File: config.mk
export PLATFORM = sky130hd
export DESIGN_NAME = pending8_arbiter
export DESIGN_NICKNAME = d
export VERILOG_FILES = /design/src/rtl/pending8_arbiter.sv
export SDC_FILE = /design/constraint.sdc
export NUM_CORES = 1
export LEC_CHECK = 0
export ABC_AREA = 1
export CAP_MARGIN = 20
export CORE_MARGIN = 3
export CORE_UTILIZATION = 54
export CTS_CLUSTER_SIZE = 14
export DETAILED_ROUTE_END_ITERATION = 6
export PLACE_DENSITY = 0.88
export SLEW_MARGIN = 5
export SYNTH_ARGS = -nofsm -noshare
export SYNTH_HDL_FRONTEND = slang
export SYNTH_SLANG_ARGS = --single-unit
File: constraint.sdc
create_clock -name clk -period 5.16 [get_ports clk]
set_input_delay 1.29 -clock clk [delete_from_list [all_inputs] [get_ports clk]]
set_output_delay 1.29 -clock clk [all_outputs]
set_load 0.01 [all_outputs]
File: src/rtl/pending8_arbiter.sv
// Sticky 8-channel event latch with a single-grant valid/ready arbiter.
// Event pulses on req are held in pending until their channel is granted
// and accepted. A second event that arrives while a channel is already
// pending is recorded in overflow.
//
// state | meaning
// IDLE  | no grant offered; pick a winner when pending is non-zero
// OFFER | grant_id/grant_onehot held stable until grant_ready
module pending8_arbiter #(
  parameter bit ROUND_ROBIN = 1'b1
) (
  input  logic       clk,
  input  logic       reset,
  input  logic [7:0] req,
  input  logic       grant_ready,
  input  logic       clr_overflow,
  output logic [7:0] pending,
  output logic       grant_valid,
  output logic [2:0] grant_id,
  output logic [7:0] grant_onehot,
  output logic [7:0] overflow
);

  typedef enum logic {IDLE, OFFER} state_t;

  state_t     state;
  state_t     state_next;
  logic       load_grant;
  logic       handshake;
  logic [7:0] clear_vec;
  logic [7:0] overflow_set;
  logic [2:0] ptr;
  logic [2:0] win_id;
  logic [2:0] idx;
  logic       win_found;

  assign handshake    = (state == OFFER) && grant_ready;
  assign clear_vec    = handshake ? (8'b1 << grant_id) : 8'b0;
  assign overflow_set = req & pending & ~clear_vec;
  assign grant_valid  = (state == OFFER);
  assign grant_onehot = grant_valid ? (8'b1 << grant_id) : 8'b0;

  // Winner search: from ptr with wrap-around, or from channel 0 when fixed.
  always_comb begin
    win_found = 1'b0;
    win_id    = 3'd0;
    idx       = 3'd0;
    for (int k = 0; k < 8; k++) begin
      idx = ROUND_ROBIN ? (ptr + 3'(k)) : 3'(k);
      if (!win_found && pending[idx]) begin
        win_found = 1'b1;
        win_id    = idx;
      end
    end
  end

  // FSM state register.
  always_ff @(posedge clk) begin
    if (reset) state <= IDLE;
    else       state <= state_next;
  end

  // FSM next state; the winner is only captured on the IDLE->OFFER edge.
  always_comb begin
    state_next = state;
    load_grant = 1'b0;
    case (state)
      IDLE: begin
        if (|pending) begin
          state_next = OFFER;
          load_grant = 1'b1;
        end
      end
      OFFER: begin
        if (grant_ready) state_next = IDLE;
      end
      default: state_next = IDLE;
    endcase
  end

  // Grant id and rotation pointer; ptr moves past each accepted grant.
  always_ff @(posedge clk) begin
    if (reset) begin
      grant_id <= 3'd0;
      ptr      <= 3'd0;
    end else begin
      if (load_grant) grant_id <= win_id;
      if (handshake)  ptr      <= grant_id + 3'd1;
    end
  end

  // Pending and overflow; a new event beats a same-cycle clear or clr_overflow.
  always_ff @(posedge clk) begin
    if (reset) begin
      pending  <= 8'b0;
      overflow <= 8'b0;
    end else begin
      pending  <= req | (pending & ~clear_vec);
      overflow <= overflow_set | (clr_overflow ? 8'b0 : overflow);
    end
  end

endmodule

==> summary.md <==
| Metric | Value |
|---|---|
| Antenna violations before repair | 0 |
| Die outline width | 62.75 µm |
| Tightest Hold Check Type | reg -> reg |
| Synth warn | 0 |
| RSZ-0062 raised after global routing | false |
| CP delay by family, top | buffers and inverters |
| Detailed Place HPWL | 3451 µm |
| Skew final | 2.680 ps |
| Min Clock Period, post-route | 3057 ps |
| Critical path launch point type | flop |
| CP max stage delay | approximately 460 ps |
| # DRC | 0 |
| Routed Antenna Nets | 0 |
| Metal3 WL | 258 µm |
| Sink Count | 23 |
| Most frequent CP cell | inv_1 |
| Core area | 2900 µm² |
| Async SR Flop Fraction | 0% |
| DRT iter0 DRCs | 100 |
| DR WL/cell | 13.03 µm |
| Most frequent cells in the layout | nand2_1 (67), clkdlybuf4s50_1 (39), nor2_1 (29), nand3_1 (29), inv_1 (27) |
| FMAX | 327.1 MHz |
| Global-route wire length before repair | 7396 µm |
| Maximum vdd ir drop | 0.2073 mV |
| CTS resizes | 0 |
| Pwr Density | about 260 nW/µm² |
| Number of cells produced by synthesis | 263 |
| Metal-1 WL | 1972 µm |
| Crit path DAT | roughly 1800 ps |
| Most used flip-flop cell after synthesis | dfxtp_1 |
| TritonCTS clock tree | built |
| Area Overhead vs Synth | 24.17% |
| Multi-input logic area | roughly 1100 µm² |
| Max Root-Sink Buffers | 2 |
| Comb power frac | a little under half |
| GRT Util Overall | a little under a quarter |
| Mean post-synth cell area | 6.613 µm² |
| Vias | 1808 |
| Seq. cell area | 460.4 µm² |
| Synth Cell Area | roughly 1700 µm² |
| WP buf/inv | 3 |
| Final Wtd Congestion | 0.9137 |
| Total gr overflow | 0 |
| LEAKAGE | between 0.9 and 1 nW |
| Post-CTS Setup Bufs | 0 |
| Final Hold Vio Count | 0 |
| CP Capture Type | output pin |
| WS Path Type | reg -> out |
| Max Used Layer | met4 |
| Worst-Margin Slew | between 700 and 800 ps |
| Largest net degree at the start of global routing | 21 |
| Clk_lat worst skew | 310 ps |
| Slew headroom | 48.74% |
| Drt via density | 5.302 |
| CTS Buf Count | 3 |
| Number of distinct library cells after synthesis | 30 |
| Hold Slack | 477.0 ps |
| Post-synth EDFFs | 0 |
| Boundary pin count | 40 |
| Die Y | 62.75 µm |
| Hold Buf Count CTS | 0 |
| Reg clk slew, reported paths | around 120 ps |
| Antenna diodes | 0 |
| Commonest non-fill, non-tap cell in the layout | nand2_1 |
| Status | complete, no violations |
| Final period util | 59.25% |
| # fillers | 253 |
| Vias in the first global route | 1701 |
| # port buffers | 39 |
| # setup viols final | 0 |
| Part of the Yosys area used for sequential elements | 26.47% |
| Layout cells sized above 1 | 13.38% |
| Critical path peak fanout | 7 |
| Full die area | between 3000 and 4000 µm² |
| Slew Limit Fails | 0 |
| Max-cap violations | 0 |
| Row Count | 19 |
| CP required | 3870 ps |
| Routed wire length | 4444 µm |
| Post-Syn Nets | 283 |
| TritonRoute pass-1 iters | 4 |
| Clk network pwr share | roughly 15% |
| Root Driver | clkbuf_4 |
| Met2 Routed Length | around 2200 µm |
| Sw frac | 41.76% |
| Cell-internal power | 0.3250 mW |
| Synthesized flop and latch total | 23 |
| Final instance area | around 2200 µm² |
| Starting Density | 59.97% |
| H-tree depth | 1 |
| Crit-path cells | inv_1, ha_1, nand2_1, inv_1, clkdlybuf4s50_1 |
| Max stage delay cell, worst path | dfxtp_1 |
| Final nets | 320 |
| NetSw | 0.2330 mW |
| Part of the power in registers | 38.8% |
| Setup TNS | 0 ps |
| Area post-placement | about 2100 µm² |
## synth_stat cells (2+ instances only)
library cell  count  area [µm²]
a21oi_1          14       70.07
a21oi_2           2       17.52
buf_4             2       15.01
buf_6             2       22.52
clkbuf_1          2       7.510
dfxtp_1          23       460.4
ha_1              8       100.1
inv_1            27       101.4
inv_2             2       7.510
nand2_1          67       251.5
nand2_2          10       62.56
nand2_4           2       22.52
nand3_1          29       145.1
nand3_2          12       120.1
nand4_1           3       18.77
nor2_1           29       108.9
nor2_2            3       18.77
nor3_1            2       10.01
nor4_1            2       12.51
o21ai_0          10       50.05
o21ai_1           2       10.01
xor2_1            2       17.52
## state kept, by name, summed over array words and instances (netlist names)
| name | cells |
|---|---|
| overflow | 8 |
| pending | 8 |
| grant_id | 3 |
| grant_valid | 1 |
| ptr | 3 |
## kinds of logic (layout without fill, tap and decap cells)
group / count (synthesis) / in the layout / synth area share, %
buf+inv: 37 / 73 / 9.496
flops: 23 / 23 / 26.47
xor+xnor: 4 / 4 / 2.447
fa+ha+maj: 8 / 8 / 5.756
simple gates: 161 / 161 / 46.19
compound gates: 30 / 30 / 9.641
## tightest hold or removal path, cell delays in order (launching register included)
cell and delay (ps):
dfxtp_1 330, nand2_1 60, a21oi_1 50
## metal layers
layer / GRT usage [%] / vias up
met1: 27.71 / 824
met2: 40.75 / 57
met3: 3.597 / 7
met5: 0 / -
met4: 6.612 / 0
li1: - / 920
## final cells by class
cell class / instances / share of cell area, %
timing repair buffer: 39 / 18.08
inverter: 30 / 5.330
clock inverter: 1 / 0.2317
multi-input combinational: 203 / 51.56
sequential: 23 / 21.32
clock buffer: 3 / 1.043
tap: 42 / 2.433
## final timing paths
| check | cells past startpoint | slack, ps | end | from |
|---|---|---|---|---|
| max | 5 | 2100 | grant_onehot[3] | grant_id[2]$_SDFFE_PP0P_ |
| min | 2 | 480 | overflow[0]$_SDFF_PP0_ | overflow[0]$_SDFF_PP0_ |
| max reg2reg | 14 | 2450 | grant_id[2]$_SDFFE_PP0P_ | ptr[0]$_SDFFE_PP0P_ |
| min reg2reg | 2 | 480 | overflow[0]$_SDFF_PP0_ | overflow[0]$_SDFF_PP0_ |
## power by group through the flow
stage | clock, mW | sequential (mW) | combinational (mW)
detailed placement | 0 | 0.219 | 0.255
finish | 0.0831 | 0.216 | 0.259
global placement | 0 | 0.219 | 0.253
global route | 0.0909 | 0.219 | 0.287
floorplan | 0 | 0.216 | 0.182
CTS | 0.0836 | 0.216 | 0.257
## through the flow
step / power [mW] / utilization [%] / std cells / worst slack (ps)
2_1_floorplan: 0.3976 / - / 263 / 2945
3_3_place_gp: 0.4713 / 73.51 / 337 / 2469
3_5_place_dp: 0.4744 / 73.51 / 337 / 2444
4_1_cts: 0.5566 / 74.46 / 341 / 2113
5_1_grt: 0.5974 / 74.46 / 341 / 1982
6_report: 0.5579 / 74.46 / 341 / 2103
Power figures use the tool's default switching activity.
